File: config.mk
export PLATFORM = sky130hd
export DESIGN_NAME = pipelined_ram_master
export DESIGN_NICKNAME = d
export VERILOG_FILES = /design/src/rtl/pipelined_ram_pkg.sv /design/src/rtl/ram_rd_tracker.sv /design/src/rtl/pipelined_ram_master.sv
export SDC_FILE = /design/constraint.sdc
export NUM_CORES = 1
export LEC_CHECK = 0
export CORE_UTILIZATION = 44
export CTS_BUF_LIST = sky130_fd_sc_hd__clkbuf_4
export DETAILED_ROUTE_END_ITERATION = 12
export HOLD_SLACK_MARGIN = 0.06
export PLACE_DENSITY = 0.78
export SKIP_LAST_GASP = 1
export SYNTH_ARGS = -nofsm -noshare
export SYNTH_HDL_FRONTEND = slang
export SYNTH_SLANG_ARGS = --single-unit
File: constraint.sdc
create_clock -name CLK -period 1.5 [get_ports CLK]
set_input_delay 0.3 -clock CLK [delete_from_list [all_inputs] [get_ports CLK]]
set_output_delay 0.3 -clock CLK [all_outputs]
set_load 0.02 [all_outputs]
File: src/rtl/pipelined_ram_pkg.sv
// Shared encodings and defaults for the pipelined RAM master.
// No logic; constants only.
// No handshake.
package pipelined_ram_pkg;

    localparam int RAM_ADDR_W = 9;
    localparam int RAM_DATA_W = 4;
    localparam int RAM_RD_LAT = 2;

    typedef enum logic [1:0] {
        OP_WR    = 2'b00,
        OP_RD    = 2'b01,
        OP_BURST = 2'b10,
        OP_FILL  = 2'b11
    } op_t;

    typedef enum logic [1:0] {
        ST_IDLE  = 2'd0,
        ST_RUN   = 2'd1,
        ST_DRAIN = 2'd2
    } state_t;

    function automatic logic op_is_write(input logic [1:0] op);
        return (op == OP_WR) || (op == OP_FILL);
    endfunction

    function automatic logic op_is_single(input logic [1:0] op);
        return (op == OP_WR) || (op == OP_RD);
    endfunction

endpackage

File: src/rtl/ram_rd_tracker.sv
// Valid/address shift register that follows reads through the RAM pipe.
// Latency DEPTH cycles from push to out; synchronous clear.
// No backpressure: one push per cycle, always advances.
module ram_rd_tracker #(
    parameter int DEPTH  = 2,
    parameter int ADDR_W = 9
) (
    input  logic              clk,
    input  logic              clr,
    input  logic              push_vld,
    input  logic [ADDR_W-1:0] push_addr,
    output logic              out_vld,
    output logic [ADDR_W-1:0] out_addr
);

    logic [DEPTH-1:0] vld_q;
    logic [ADDR_W-1:0] addr_q [DEPTH];

    always_ff @(posedge clk) begin
        if (clr) begin
            vld_q <= '0;
            for (int i = 0; i < DEPTH; i++) begin
                addr_q[i] <= '0;
            end
        end else begin
            vld_q[0]  <= push_vld;
            addr_q[0] <= push_addr;
            for (int i = 1; i < DEPTH; i++) begin
                vld_q[i]  <= vld_q[i-1];
                addr_q[i] <= addr_q[i-1];
            end
        end
    end

    assign out_vld  = vld_q[DEPTH-1];
    assign out_addr = addr_q[DEPTH-1];

endmodule

File: src/rtl/pipelined_ram_master.sv
// Command front-end for the pipelined RAM: single/burst reads, writes, fills.
// One RAM access per cycle from the cycle after accept; read data RD_LAT cycles later.
// cmd_ready only in IDLE; no backpressure on read data.
module pipelined_ram_master
    import pipelined_ram_pkg::*;
#(
    parameter int ADDR_W = RAM_ADDR_W,
    parameter int DATA_W = RAM_DATA_W,
    parameter int RD_LAT = RAM_RD_LAT
) (
    input  logic              CLK,
    input  logic              RST,
    input  logic              cmd_valid,
    output logic              cmd_ready,
    input  logic [1:0]        cmd_op,
    input  logic [ADDR_W-1:0] cmd_addr,
    input  logic [ADDR_W-1:0] cmd_len,
    input  logic [DATA_W-1:0] cmd_data,
    output logic              ram_we,
    output logic [ADDR_W-1:0] ram_addr,
    output logic [DATA_W-1:0] ram_di,
    input  logic [DATA_W-1:0] ram_do,
    output logic              rd_valid,
    output logic [DATA_W-1:0] rd_data,
    output logic [ADDR_W-1:0] rd_addr,
    output logic              busy,
    output logic              done
);

    localparam int DW = $clog2(RD_LAT + 1);

    state_t            state, state_nxt;
    logic              wr_q;
    logic [ADDR_W-1:0] addr_q;
    logic [ADDR_W-1:0] count_q;
    logic [DATA_W-1:0] data_q;
    logic [DW-1:0]     drain_q;
    logic              issue_rd;
    logic              trk_vld;

    always_ff @(posedge CLK) begin
        if (RST) begin
            state <= ST_IDLE;
        end else begin
            state <= state_nxt;
        end
    end

    // RST gates the strobes so an aborted command cannot write or report in its last cycle.
    always_comb begin
        state_nxt = state;
        cmd_ready = 1'b0;
        ram_we    = 1'b0;
        done      = 1'b0;
        issue_rd  = 1'b0;
        case (state)
            ST_IDLE: begin
                cmd_ready = !RST;
                if (cmd_valid) begin
                    state_nxt = ST_RUN;
                end
            end
            ST_RUN: begin
                ram_we   = wr_q && !RST;
                issue_rd = !wr_q;
                if (count_q == '0) begin
                    state_nxt = ST_DRAIN;
                end
            end
            ST_DRAIN: begin
                if (drain_q == '0) begin
                    done      = !RST;
                    state_nxt = ST_IDLE;
                end
            end
            default: state_nxt = ST_IDLE;
        endcase
    end

    always_ff @(posedge CLK) begin
        if (RST) begin
            wr_q    <= 1'b0;
            addr_q  <= '0;
            count_q <= '0;
            data_q  <= '0;
            drain_q <= '0;
        end else begin
            case (state)
                ST_IDLE: begin
                    if (cmd_valid) begin
                        wr_q    <= op_is_write(cmd_op);
                        addr_q  <= cmd_addr;
                        data_q  <= cmd_data;
                        count_q <= op_is_single(cmd_op) ? '0 : cmd_len;
                    end
                end
                ST_RUN: begin
                    addr_q <= addr_q + 1'b1;
                    if (count_q != '0) begin
                        count_q <= count_q - 1'b1;
                    end else begin
                        // Reads wait for the last word to leave the RAM pipe.
                        drain_q <= wr_q ? '0 : DW'(RD_LAT - 1);
                    end
                end
                ST_DRAIN: begin
                    if (drain_q != '0) begin
                        drain_q <= drain_q - 1'b1;
                    end
                end
                default: ;
            endcase
        end
    end

    ram_rd_tracker #(
        .DEPTH  (RD_LAT),
        .ADDR_W (ADDR_W)
    ) u_trk (
        .clk       (CLK),
        .clr       (RST),
        .push_vld  (issue_rd),
        .push_addr (addr_q),
        .out_vld   (trk_vld),
        .out_addr  (rd_addr)
    );

    assign ram_addr = addr_q;
    assign ram_di   = data_q;
    assign rd_valid = trk_vld && !RST;
    assign rd_data  = ram_do;
    assign busy     = (state != ST_IDLE);

endmodule

==> metrics.md <==
| Metric | Value |
|---|---|
| Slowest stage delay, CP | 0.39 ns |
| PwrDens | 1447 nW/µm² |
| Core ar. | 4723 µm² |
| Post-route ant nets | 0 |
| Max-cap violation count | 0 |
| Async SR Flop Fraction | 0% |
| Synth Flop Type | dfxtp_1 |
| Status | finished with violations |
| Worst-path clk slew | 0.15 ns |
| Minimum clock period | 1.613 ns |
| Slew headroom | 69.31% |
| Total grt overflow | 0 |
| Final wirelength | 5578 µm |
| First-pass GRT wire length | 8073 µm |
| Final RePlAce weighted congestion | 0.8522 |
| Syn Nets | 283 |
| Post-synthesis register bit count | 47 |
| CTS buffer count | 5 |
| HPWL Detailed | 3645 µm |
| Final worst slack | -0.1129 ns |
| Yosys top cell area share | 43.44% |
| Worst Tran Pin Value | 0.4587 ns |
| Slowest CP cell | dfxtp_2 |
| WS Path Type | reg2out |
| Number of DRC markers in iteration 0 | 105 |
| Clk Latency, worst-skew pair | 0.36 ns |
| CTS tree | done |
| Total number of yosys warnings | 0 |
| Mapped Cells | 247 |
| Largest net degree at the start of global routing | 21 |
| Hold-fix buffers at CTS | 0 |
| Unique masters post-synth | 50 |
| Number of synthesized flops with an enable pin | 0 |
| Placed Area | 2913 µm² |
| DR pass1 iterations | 4 |
| Mapped cell area | 2166 µm² |
| Post-synthesis sequential area ratio | 43.44% |
| Row count | 25 |
| Setup TNS Final | -0.4518 ns |
| Final hold vios | 0 |
| Detailed-route via count | 2,019 |
| Layout cell share with drive strength beyond 1 | 29.81% |
| DRC Markers | 0 |
| Peak supply drop | 0.8877 mV |
| Startpoint Class | register |
| Starting density of the core | 45.85% |
| CP Data Required Time | 1.20 ns |
| Yosys top cell by area | dfxtp_1 |
| Mapped Avg Cell Area | 8.769 µm² |
| Fmax | 0.6200 GHz |
| CP arrival | 1.31 ns |
| Crit path cell chain | nor2b_4 -> nand2b_1 -> nor2_1 -> buf_2 |
| Wire per inst | 14.34 µm |
| Slew Limit Fails | 0 |
| Setup Viol. Count Final | 9 |
| Clock Tree Buf Depth | 2 |
| Placed cells | 374 |
| Worst hold path class | in2reg |
| Nets | 357 |
| Area grow syn2layout | 46.68% |
| Critical Path Sink Type | output pin |
| Ports | 62 |
| Ant. Diodes | 0 |
| Number of global-route vias before repair | 1,840 |
| Post-DR vias/cell | 5.190 |
| Skew final | 0.006418 ns |
| Failing checks | setup timing |
| Die area | 5207 µm² |
| CTS Sinks | 47 |
| Crit path max fanout | 4 |
| Final period utilization | 107.5% |
| Final Instance Area | 3177 µm² |
| Finished Layout Cells | 389 |
| Unrepaired setup endpoints after global routing | yes |
| Placement Setup Slack | -0.6380 ns |
| P_leak | 0.001368 µW |
| Input/output buffers | 53 |
| Root buffer cell | clkbuf_4 |
| Chip width | 72.16 µm |
| H-Tree Depth | 2 |
| Die height | 72.16 µm |
| Initial antenna violation count | 0 |
| Synth area leaders | dfxtp_1 43%, nor2b_1 6.1%, buf_4 4.5% |
| Gr usage total | 19.71% |
| Final core utilization | 67.26% |
worst max-delay path, delay by kind of cell, from the launching register on:
| family | cells | cell delay [ns] |
|---|---|---|
| flops | 1 | 0.39 |
| simple gates | 3 | 0.38 |
| buf+inv | 1 | 0.18 |
flip-flops by register name (all words and copies together), names as in the netlist:
register and count:
u_trk.vld_q 2, ram_addr 9, count_q 9, u_trk.addr_q 18
wr_q 1, ram_di 4, state 2, drain_q 2
power breakdown:
part | leakage [µW] | total (µW) | switching (µW) | internal [µW]
Sequential | 0.000388 | 1630 | 179 | 1450
Combinational | 0.000935 | 2200 | 1070 | 1130
Clock | 0.0000452 | 771 | 420 | 351
Total | 0.00137 | 4600 | 1670 | 2930
repair_timing:
action	4_1_cts	5_1_grt
pin swaps	8	17
setup buffers	3	5
resized for setup	54	39
endpoints found under the setup margin	37	29
gates cloned	0	1
layer usage:
metal | GRT usage [%] | routed length (µm) | part of all wire (%) | vias to the layer above
met5 | 0 | 0 | 0 | -
met3 | 3.889 | 261 | 4.7 | 13
met1 | 24.28 | 2263 | 41 | 944
li1 | - | - | - | 1003
met2 | 34.58 | 2958 | 53 | 59
met4 | 6.100 | 94 | 1.7 | 0
cell families (layout without fill, tap and decap cells):
| kind of cell | count (synthesis) | count (layout) | synth area share [%] |
|---|---|---|---|
| XOR/XNOR | 2 | 2 | 0.8089 |
| AO/OA/AOI/OAI | 60 | 60 | 18.66 |
| buffers and inverters | 38 | 113 | 9.070 |
| adder cells (fa/ha/maj) | 5 | 5 | 2.889 |
| AND/OR/NAND/NOR | 94 | 94 | 24.67 |
| multiplexers | 1 | 1 | 0.4622 |
| flip-flops | 47 | 47 | 43.44 |
metrics by stage:
stage | hold slack (ns) | power (µW)
global route | 0.3987 | 4869
global placement | 0.4191 | 3341
detailed placement | 0.4237 | 3391
CTS | 0.4388 | 4151
floorplan | 0.4136 | 2653
finish | 0.3876 | 4596
Yosys cell counts, drive strengths merged (2+ instances only):
master	instances
a211oi	2
a21boi	2
a21oi	19
a22oi	4
a31oi	5
a32o	5
a32oi	3
and4	2
buf	17
clkbuf	11
dfxtp	47
ha	5
inv	10
nand2	15
nand2b	5
nand3	7
nand4	2
nor2	24
nor2b	21
nor3	4
nor4b	2
o211ai	2
o21a	2
o21ai	6
o22ai	6
or2	2
or3b	2
xor2	2
area by class of cell:
| cell class | instances | area [µm²] |
|---|---|---|
| inverter | 10 | 40.04 |
| clock buffer | 5 | 37.54 |
| multi-input combinational | 162 | 1175 |
| timing repair buffer | 95 | 844.6 |
| sequential | 47 | 952.2 |
| clock inverter | 3 | 43.79 |
| tap | 67 | 83.83 |
| fill | 391 | 1546 |
final timing paths:
path                       from             endpoint  slack (ns)  cells after the start
min reg2reg  u_trk.addr_q[0][3]  u_trk.addr_q[0][12]        0.45                      1
min                   cmd_op[1]                 wr_q        0.39                      4
max                    state[0]               ram_we       -0.11                      4
max reg2reg          count_q[1]           count_q[3]       -0.05                      8
cells in the final DEF (no fill, tap or decap), drive strengths merged, types with 3 or more instances in the layout:
master         instances
a31oi                  5
buf                   45
ha                     5
nand3                  7
nand2b                 5
clkdlybuf4s15          3
o22ai                  6
dfxtp                 47
a22oi                  4
inv                   10
a32o                   5
dlygate4sd2           20
a32oi                  3
nor2b                 21
nand2                 15
a21oi                 19
clkbuf                 7
clkdlybuf4s50         23
nor2                  24
o21ai                  6
nor3                   4
Note: power is estimated with default switching activity, not from simulation.
